File: src/rtl/approx_div_pkg.sv
// Shared definitions for the approximate unsigned divider family.
//   state_t      : sequencer states (IDLE, BUSY, DONE)
//   DVD_W/DVS_W  : dividend / divisor widths
//   CNT_W        : iteration counter width (one step per dividend bit)
//   DBZ_QUOT_DEF : default quotient reported on divide-by-zero
//   dvd_mask()   : mask that clears the low l dividend bits
package approx_div_pkg;

  localparam int DVD_W = 16;
  localparam int DVS_W = 8;
  localparam int CNT_W = 4;
  localparam int REM_W = DVS_W + 1;

  localparam logic [DVD_W-1:0] DBZ_QUOT_DEF = 16'hFFFF;

  typedef enum logic [1:0] {
    ST_IDLE = 2'd0,
    ST_BUSY = 2'd1,
    ST_DONE = 2'd2
  } state_t;

  // All-ones with the low l bits cleared. l = 0 leaves the dividend exact.
  function automatic logic [DVD_W-1:0] dvd_mask(input int l);
    logic [DVD_W-1:0] m;
    m = '1;
    m = m << l;
    return m;
  endfunction

endpackage

File: src/rtl/restoring_div_step.sv
// One radix-2 restoring division step (purely combinational).
//   rem_in  : current partial remainder (9 bits, top bit is always 0 here)
//   dvd_bit : next dividend bit, shifted in at the bottom
//   divisor : 8-bit divisor
//   rem_out : partial remainder after the trial subtraction
//   q_bit   : quotient bit produced by this step
module restoring_div_step
  import approx_div_pkg::*;
(
  input  logic [REM_W-1:0] rem_in,
  input  logic             dvd_bit,
  input  logic [DVS_W-1:0] divisor,
  output logic [REM_W-1:0] rem_out,
  output logic             q_bit
);

  logic [REM_W-1:0] shifted;
  logic [REM_W-1:0] diff;

  // After a restoring step the remainder is always < divisor, so its MSB
  // carries no information; only the low 8 bits are shifted up.
  logic unused_rem_msb;
  assign unused_rem_msb = rem_in[REM_W-1];

  assign shifted = {rem_in[DVS_W-1:0], dvd_bit};
  assign diff    = shifted - {1'b0, divisor};
  assign q_bit   = (shifted >= {1'b0, divisor});
  assign rem_out = q_bit ? diff : shifted;

endmodule

File: src/rtl/approx_unsigned_divider_16by8_seq.sv
// Sequential 16/8 unsigned divider, radix-2 restoring, one quotient bit per
// clock. Optionally truncates the low APPROX_L dividend bits first so it
// mirrors the truncation level of the approximate multiplier family.
//   clk, rst     : clock, asynchronous active-high reset
//   in_valid/in_ready, dividend, divisor   : operand handshake
//   out_valid/out_ready, quotient, remainder, div_by_zero : result handshake
// Normal ops finish 16 edges after acceptance; divide-by-zero goes straight
// to DONE on the acceptance edge.
module approx_unsigned_divider_16by8_seq
  import approx_div_pkg::*;
#(
  parameter int               APPROX_L = 0,
  parameter logic [DVD_W-1:0] DBZ_QUOT = DBZ_QUOT_DEF
) (
  input  logic             clk,
  input  logic             rst,
  input  logic             in_valid,
  output logic             in_ready,
  input  logic [DVD_W-1:0] dividend,
  input  logic [DVS_W-1:0] divisor,
  output logic             out_valid,
  input  logic             out_ready,
  output logic [DVD_W-1:0] quotient,
  output logic [DVS_W-1:0] remainder,
  output logic             div_by_zero
);

  localparam logic [DVD_W-1:0] MASK = dvd_mask(APPROX_L);

  state_t           state;
  logic [CNT_W-1:0] cnt;
  logic [DVD_W-1:0] dvd_sh;   // dividend, consumed MSB-first
  logic [DVS_W-1:0] dvs_q;
  logic [REM_W-1:0] rem_q;
  logic [DVD_W-1:0] quo_sh;

  logic [DVD_W-1:0] dvd_eff;
  logic [REM_W-1:0] step_rem;
  logic             step_q;
  logic [DVD_W-1:0] quo_next;

  assign dvd_eff  = dividend & MASK;
  assign quo_next = {quo_sh[DVD_W-2:0], step_q};

  // Handshake flags are pure decodes of the state register.
  assign in_ready  = (state == ST_IDLE);
  assign out_valid = (state == ST_DONE);

  restoring_div_step u_step (
    .rem_in  (rem_q),
    .dvd_bit (dvd_sh[DVD_W-1]),
    .divisor (dvs_q),
    .rem_out (step_rem),
    .q_bit   (step_q)
  );

  always_ff @(posedge clk or posedge rst) begin
    if (rst) begin
      state       <= ST_IDLE;
      cnt         <= '0;
      dvd_sh      <= '0;
      dvs_q       <= '0;
      rem_q       <= '0;
      quo_sh      <= '0;
      quotient    <= '0;
      remainder   <= '0;
      div_by_zero <= 1'b0;
    end else begin
      case (state)
        ST_IDLE: begin
          if (in_valid) begin
            dvd_sh <= dvd_eff;
            dvs_q  <= divisor;
            rem_q  <= '0;
            quo_sh <= '0;
            if (divisor == '0) begin
              quotient    <= DBZ_QUOT;
              remainder   <= dvd_eff[DVS_W-1:0];
              div_by_zero <= 1'b1;
              state       <= ST_DONE;
            end else begin
              cnt   <= CNT_W'(DVD_W - 1);
              state <= ST_BUSY;
            end
          end
        end
        ST_BUSY: begin
          rem_q  <= step_rem;
          dvd_sh <= {dvd_sh[DVD_W-2:0], 1'b0};
          quo_sh <= quo_next;
          cnt    <= cnt - 1'b1;
          // Result registers only load on the final step, so a partial
          // quotient never reaches the outputs.
          if (cnt == '0) begin
            quotient    <= quo_next;
            remainder   <= step_rem[DVS_W-1:0];
            div_by_zero <= 1'b0;
            state       <= ST_DONE;
          end
        end
        ST_DONE: begin
          if (out_ready) state <= ST_IDLE;
        end
        default: state <= ST_IDLE;
      endcase
    end
  end

endmodule

File: config.mk
export PLATFORM = sky130hd
export DESIGN_NAME = approx_unsigned_divider_16by8_seq
export DESIGN_NICKNAME = d
export VERILOG_FILES = /design/src/rtl/approx_div_pkg.sv /design/src/rtl/restoring_div_step.sv /design/src/rtl/approx_unsigned_divider_16by8_seq.sv
export SDC_FILE = /design/constraint.sdc
export NUM_CORES = 1
export LEC_CHECK = 0
export CORE_ASPECT_RATIO = 0.7
export CORE_UTILIZATION = 49
export CTS_CLUSTER_DIAMETER = 150
export CTS_CLUSTER_SIZE = 28
export DETAILED_ROUTE_END_ITERATION = 10
export PLACE_DENSITY_LB_ADDON = 0.15
export SETUP_SLACK_MARGIN = 0.5
export SKIP_LAST_GASP = 1
export SYNTH_ARGS = -nofsm -noshare
export SYNTH_HDL_FRONTEND = slang
export SYNTH_SLANG_ARGS = --single-unit
File: constraint.sdc
create_clock -name clk -period 2.69 [get_ports clk]
set_clock_uncertainty 0.05 [all_clocks]
set_input_delay 0.538 -clock clk [delete_from_list [all_inputs] [get_ports clk]]
set_output_delay 0.538 -clock clk [all_outputs]
set_load 0.01 [all_outputs]
==> results of run 1 <==
-- logic make-up after synthesis --
| kind of cell | count (synthesis) | share of synthesized area, % |
|---|---|---|
| buf+inv | 36 | 4.158 |
| fa+ha+maj | 10 | 3.584 |
| flops | 78 | 52.74 |
| compound gates | 85 | 14.77 |
| mux | 24 | 6.761 |
| xor+xnor | 4 | 0.9468 |
| simple gates | 135 | 17.04 |
-- power groups by stage --
stage	Sequential (W)	Clock [W]	Combinational, W
floorplan	0.00180	0	0.00168
global placement	0.00184	0	0.00234
detailed placement	0.00185	0	0.00241
CTS	0.00185	0.000910	0.00268
global route	0.00190	0.000955	0.00336
finish	0.00185	0.000887	0.00308
-- metal layers --
metal	global-route usage, %	share of wire (%)	vias up
li1	-	-	1420
met1	33.26	49	1406
met2	35.58	44	72
met3	5.195	4.8	15
met4	7.562	1.6	0
met5	0	0	-
-- registers in the layout, indices dropped and copies added, names as in the netlist --
signal       count
quotient        16
quo_sh          15
dvs_q            8
rem_q            8
div_by_zero      1
dvd_sh          16
state            2
remainder        8
cnt              4
-- final timing paths --
path | startpoint | endpoint | slack [ns] | depth (start not counted)
worst max-delay path | rem_q[5] | remainder[1] | 0.51 | 8
worst min-delay path | dvd_sh[6] | dvd_sh[6] | 0.44 | 2
worst max register to register | rem_q[5] | remainder[1] | 0.51 | 8
worst min register to register | dvd_sh[6] | dvd_sh[6] | 0.44 | 2
max in group asynchronous | rst | rem_q[5] | 1.39 | 3
min in group asynchronous | rst | quotient[9] | 0.54 | 2
-- cells in the final DEF, fill, tap and decap left out, types with 3 or more instances in the layout --
master           count
buf_12               3
xnor2_1              3
inv_2                7
mux2i_1             17
a21oi_1             12
dfrtp_1             75
nand2_1             43
clkbuf_8            10
a22o_1              15
nand3_1              3
mux2_2               4
a31oi_1              3
o22ai_1              3
buf_4               19
ha_4                 7
dfrtp_2              3
o21ai_0             29
clkdlybuf4s50_1     54
nor3_1              19
nor2_1              48
inv_1                9
o21ai_1              8
-- cell type report --
| cell class | instances | area share [%] |
|---|---|---|
| inverters | 17 | 1.391 |
| repair buffers | 76 | 15.31 |
| clock inverters | 5 | 1.185 |
| flip-flops and latches | 78 | 40.27 |
| well taps | 98 | 2.525 |
| clock buffers | 11 | 2.912 |
| multi-input cells | 258 | 36.41 |
-- what timing repair did --
action                     in CTS  in global routing
setup endpoints to repair      16                 18
buffers inserted                5                  9
hold buffers                    0                  0
pin swaps                       6                 14
resized for setup              16                 19
-- per-stage QoR --
| step | instances | power (W) | hold slack [ns] |
|---|---|---|---|
| global route | 543 | 0.006214 | 0.4710 |
| CTS | 534 | 0.005443 | 0.4426 |
| detailed placement | 513 | 0.004264 | 0.4232 |
| finish | 543 | 0.005822 | 0.4383 |
| floorplan | 372 | 0.003487 | 0.3950 |
| global placement | 513 | 0.004181 | 0.4157 |
-- critical path: cells and delay by family, from the launching register on --
kind            cells  cell delay (ns)
mux                 1             0.31
simple gates        1             0.11
flops               1             0.45
fa+ha+maj           1             0.27
buf+inv             1             0.14
compound gates      4             0.78
==> key figures, run 1 <==
Outcome
  – Result of the run: finished clean

Clock network
  – Post-CTS clock slew at the launch and capture registers of the worst setup and hold paths: 0.08 ns
  – Insertion delay of the later-clocked pin in the worst-skew pair: 0.35 ns
  – TritonCTS clock tree: yes
  – Clock tree sinks: 78
  – CTS Buffer Depth: 2
  – Number of H-tree levels: 3
  – TritonCTS buffer count: 9
  – Clock root buffer master: clkbuf_8

Timing
  – Summed negative setup slack over all endpoints: 0 ns
  – Final count of pins violating max slew: 0
  – Crit share post-route: 81.17%
  – Highest clock frequency the design can meet: 0.4580 GHz
  – Final count of hold timing violations: 0
  – Final min period: 2.184 ns
  – Actual transition at the worst max-transition pin: 0.5591 ns
  – Min setup slack post-route: 0.5065 ns
  – Number of setup violations in the final report: 0
  – Unrepaired setup endpoints after global routing: true
  – Worst slew margin relative to its limit: 62.64%

Synth
  – Top post-synthesis cells by count: dfrtp_1 (78), nor2_1 (49), nand2_1 (43)
  – Asr flop ratio synth: 100.0%
  – Number of instances in the synthesized netlist: 372
  – Unique cell type count in the Yosys netlist: 51
  – Post-synth EDFFs: 0
  – Number of register bits inferred by synthesis: 78
  – Post-Syn Area per Cell: 9.949 sq um
  – Sequential area share after synthesis: 52.74%
  – Library cell occupying the most area in the post-synthesis netlist: dfrtp_1
  – Most frequently used cell type in the post-synthesis netlist: dfrtp_1
  – Cell Area, Synth: 3701 sq um
  – Syn_nets: 410
  – Dominant cells by area after synthesis: dfrtp_1 (53%), mux2i_1 (5.1%), nor2_1 (5.0%)
  – Yosys warns: 0
  – Area share of the largest cell type after synthesis: 52.74%
  – Top flip-flop cell by instance count after synthesis: dfrtp_1

Placed design
  – Placed inst area: 4377 sq um
  – Worst-case setup slack after placement: 0.2216 ns
  – Final weighted congestion in routability-driven placement: 0.8227
  – Port buffer count: 54
  – Detailed placer's ending HPWL: 5.933 mm

Detailed routing
  – Vias per inst: 5.365
  – Number of routed nets with antenna violations: 0
  – Remaining DRCs: 0
  – First-pass DRT Iterations: 4
  – Initial DRC Count: 181
  – Sum of routed wire length over all layers: 8.772 mm
  – Routed wire per std cell: 16.15 um
  – Via Count: 2913

Power
  – Maximum ir drop on the vdd rail: 519.4 uV
  – Fraction of power consumed by the clock network: 15.2%
  – Cell internal power dissipation: 0.003526 W
  – Share of power burned in registers: 31.9%
  – P_leak: 2.194 nW
  – Sw frac: 39.44%
  – Power density of the placed cells: 1199 nW/um^2
  – Combinational fraction of design power: 52.9%
  – P_sw: 0.002296 W

Global route
  – Pin count of the biggest net entering global routing: 56
  – First-pass GRT wire length: 13.92 mm
  – Vias in the first global route: 2787
  – Congestion Overflow GR: 0
  – Number of antenna violations at the first check in global routing: 0
  – Global-route total usage across every layer: 23.22%

Worst setup path
  – Max incr delay on CP: 0.45 ns
  – Critical path endpoint category: flip-flop
  – Cell with the largest stage delay on the worst path: dfrtp_2
  – Required time of the critical path: 2.89 ns
  – Type of the worst setup path: reg -> reg
  – Startpoint type of the worst setup path: flip-flop
  – Arr. time, crit path: 2.39 ns
  – Sequence of cells on the critical path: ha_4, a21o_1, a211oi_2, nand2_1, a21oi_4, buf_12, mux2_4, a221oi_2
  – Critical path fanouts, max: 8

Floorplanning
  – Die area: 7910 sq um
  – Core ar.: 7287 sq um
  – Die Span X: 105.9 um
  – Starting utilization of the core area: 50.79%
  – Vertical die dimension: 74.72 um
  – Ports: 55
  – Number of cell rows: 26

Run
  – Count of maximum capacitance violations: 0

Cells and area
  – Fillers: 581
  – Share of layout cells above drive strength 1: 18.88%
  – P&R area growth vs syn: 31.20%
  – Core utilization of the finished layout: 66.64%
  – NumNets Final: 478
  – Finished Cell Area: 4856 sq um
  – Register area: 1956 sq um
  – Number of antenna diodes: 0
  – Footprint of the multi-input gates: 1768 sq um

Hold path
  – Hold Path Class: reg -> reg
(Power assumes the default switching activity.)
==> run 2: changes to the inputs <==
==> constraint.sdc (replaced) <==
create_clock -name clk -period 1.92 [get_ports clk]
set_clock_uncertainty 0.05 [all_clocks]
set_input_delay 0.384 -clock clk [delete_from_list [all_inputs] [get_ports clk]]
set_output_delay 0.384 -clock clk [all_outputs]
set_load 0.01 [all_outputs]
==> run 2 against run 1 <==
  * The flow now finishes with violations (negative setup slack)
  * Critical path depth shrank 1
  * Sequential power rose by 43%
  * First-iteration DRC count grew 41%
  * Sequential cell count unchanged
  * Total power up 84%
  * Hold slack lost 0.24 ns
  * Die area is the same
  * Via count rose by 30%
  * Setup slack worse by 0.81 ns
  * Non-clock buffer count rose by 94
  * Critical path type unchanged
  * Largest cell class is now multi-input combinational cells
  * Largest power group unchanged
  * Highest routed layer unchanged
==> key figures, run 2 (same netlist as run 1, synthesis figures left out) <==
Global route
  – Met1 usage: 36.89% (+3.6 points)
  – First-pass GRT wire length: 16.84 mm (+21%)
  – Met3 capacity usage during global routing: 6.840% (+1.6 points)
  – Congestion Overflow GR: 0 (unchanged)
  – Global-route total usage across every layer: 28.16% (+4.9 points)
  – Vias in the first global route: 3354 (+20%)
  – Number of antenna violations at the first check in global routing: 0 (unchanged)
  – Busiest layer in global routing: met2
  – Pin count of the biggest net entering global routing: 34 (-39%)
  – M2 GR Usage: 46.91% (+11 points)

Timing
  – Number of setup violations in the final report: 23 (+23)
  – Min setup slack post-route: -0.3069 ns (-0.8133 ns)
  – Crit share post-route: 116.0% (+35 points)
  – Actual transition at the worst max-transition pin: 0.4782 ns (-0.08091 ns)
  – Worst slew margin relative to its limit: 68.05% (+5.4 points)
  – Final min period: 2.227 ns (+0.04334 ns)
  – Final count of pins violating max slew: 0 (unchanged)
  – Unrepaired setup endpoints after global routing: true
  – Final count of hold timing violations: 0 (unchanged)
  – Highest clock frequency the design can meet: 0.4491 GHz (-1.9%)

Hold path
  – Hold Path Class: in -> reg
  – Hold path startpoint: divisor[2]

Worst setup path
  – Arr. time, crit path: 2.44 ns (+0.05 ns)
  – Startpoint type of the worst setup path: flip-flop
  – Crit path launch: rem_q[5]
  – Type of the worst setup path: reg -> reg
  – Required time of the critical path: 2.14 ns (-0.75 ns)
  – Critical path endpoint category: flip-flop
  – Critical path fanouts, max: 5 (-3)
  – Worst R2R Start: rem_q[5]

Outcome
  – Violations in the final reports: negative setup slack
  – Result of the run: finished, violations left

Power
  – P_leak: 2.904 nW (+32%)
  – Maximum ir drop on the vdd rail: 859.2 uV (+65%)
  – Power density of the placed cells: 1764 nW/um^2 (+47%)

Floorplanning
  – Vertical die dimension: 74.72 um (unchanged)
  – Die Span X: 105.9 um (unchanged)
  – Ports: 55 (unchanged)
  – Number of cell rows: 26 (unchanged)
  – Die area: 7910 sq um (unchanged)
  – Starting utilization of the core area: 50.79% (unchanged)
  – Core ar.: 7287 sq um (unchanged)

Detailed routing
  – Via Count: 3795 (+30%)
  – Number of routed nets with antenna violations: 0 (unchanged)
  – Vias per inst: 5.948 (+11%)
  – Initial DRC Count: 256 (+41%)
  – First-pass DRT Iterations: 6 (+2)
  – Routed wire per std cell: 21.39 um (+32%)
  – Sum of routed wire length over all layers: 13.65 mm (+56%)
  – Remaining DRCs: 0 (unchanged)

Clock network
  – Insertion delay of the later-clocked pin in the worst-skew pair: 0.38 ns (+0.03 ns)
  – TritonCTS clock tree: yes
  – Number of H-tree levels: 3 (unchanged)
  – Post-CTS clock slew at the launch and capture registers of the worst setup and hold paths: 0.08 ns (about the same)
  – TritonCTS buffer count: 9 (unchanged)
  – Hold_buf cts: 0 (unchanged)
  – Clock root buffer master: clkbuf_8
  – CTS Buffer Depth: 2 (unchanged)
  – Clock tree sinks: 78 (unchanged)

Cells and area
  – NumNets Final: 573 (+20%)
  – Register area: 1954 sq um (about the same)
  – Number of antenna diodes: 0 (unchanged)
  – Leading cell type in the layout, fill and taps excluded: dfrtp_1
  – Leading registers by flop count: dvd_sh: 16 flops, quotient: 16 flops, quo_sh: 15 flops
  – P&R area growth vs syn: 63.83%
  – Share of layout cells above drive strength 1: 45.74% (+27 points)
  – Footprint of the multi-input gates: 2039 sq um (+15%)
  – Commonest non-fill, non-tap cells in the layout: dfrtp_1 (76), buf_4 (73), nand2_1 (39), nor2_1 (38), buf_2 (26)
  – Filler-free cell count of the finished design: 638 (+17%)
  – Fillers: 378 (-35%)

Run
  – Count of maximum capacitance violations: 0 (unchanged)

Placed design
  – Detailed placer's ending HPWL: 6.461 mm (+8.9%)
  – Final weighted congestion in routability-driven placement: 0.7751 (-5.8%)
  – Worst-case setup slack after placement: -0.3616 ns (-0.5832 ns)
  – Cell total after placement: 552 (+7.6%)
  – Port buffer count: 54 (unchanged)
==> run 2: cell type report <==
cell class	count	area share [%]
Clock buffer	9	2.043
Clock inverter	7	1.733
Inverter	17	1.156
Multi-Input combinational cell	259	33.64
Sequential cell	78	32.23
Tap cell	98	2.022
Timing Repair Buffer	170	27.18
==> run 2: worst max-delay path, stage by stage (launching register included) <==
cell and delay (ns):
dfrtp_1 0.43, ha_4 0.25, a21o_1 0.17, a211oi_2 0.24, nand2_1 0.12, a21oi_4 0.24
mux2_4 0.37, a221oi_4 0.26
==> run 2: report_power, final <==
| group | switching [W] | internal, W |
|---|---|---|
| combinational | 0.00316 | 0.00342 |
| clock | 0.000716 | 0.000753 |
| sequential | 0.000449 | 0.00220 |
| total | 0.00433 | 0.00637 |
==> run 2: stage by stage <==
stage / hold WS (ns) / total power [W] / TNS, ns / area, sq um / utilization (%)
final: 0.2015 / 0.01070 / -4.254 / 6063 / 83.21
after floorplan: 0.3950 / 0.005102 / -0.4637 / 3835 / -
after detailed placement: 0.4197 / 0.006693 / -10.03 / 4812 / 66.04
after CTS: 0.2035 / 0.009112 / -2.709 / 5578 / 76.55
after global placement: 0.4105 / 0.006545 / -8.979 / 4812 / 66.04
after global routing: 0.2302 / 0.01117 / -6.716 / 6063 / 83.21
==> run 2: path summary, 6_finish.rpt <==
kind	cells past startpoint	end	slack, ns
max	7	remainder[1]	-0.31
min	3	dvs_q[2]	0.20
max reg2reg	7	remainder[1]	-0.31
min reg2reg	2	dvd_sh[12]	0.44
max in group asynchronous	3	dvd_sh[3]	0.97
min in group asynchronous	2	cnt[1]	0.31
==> run 2: what timing repair did <==
item                                    in CTS  in global routing
buffers inserted                            37                 22
pin swaps                                   26                 25
endpoints found under the setup margin      99                 91
gates cloned                                 4                  7
resized for setup                          178                 73
==> run 2: layer usage <==
layer / vias up / part of all wire [%] / wire (um)
met2: 243 / 46 / 6341
met1: 1842 / 40 / 5413
li1: 1622 / - / -
met3: 88 / 8.1 / 1108
met5: - / 0 / 0
met4: 0 / 5.8 / 787
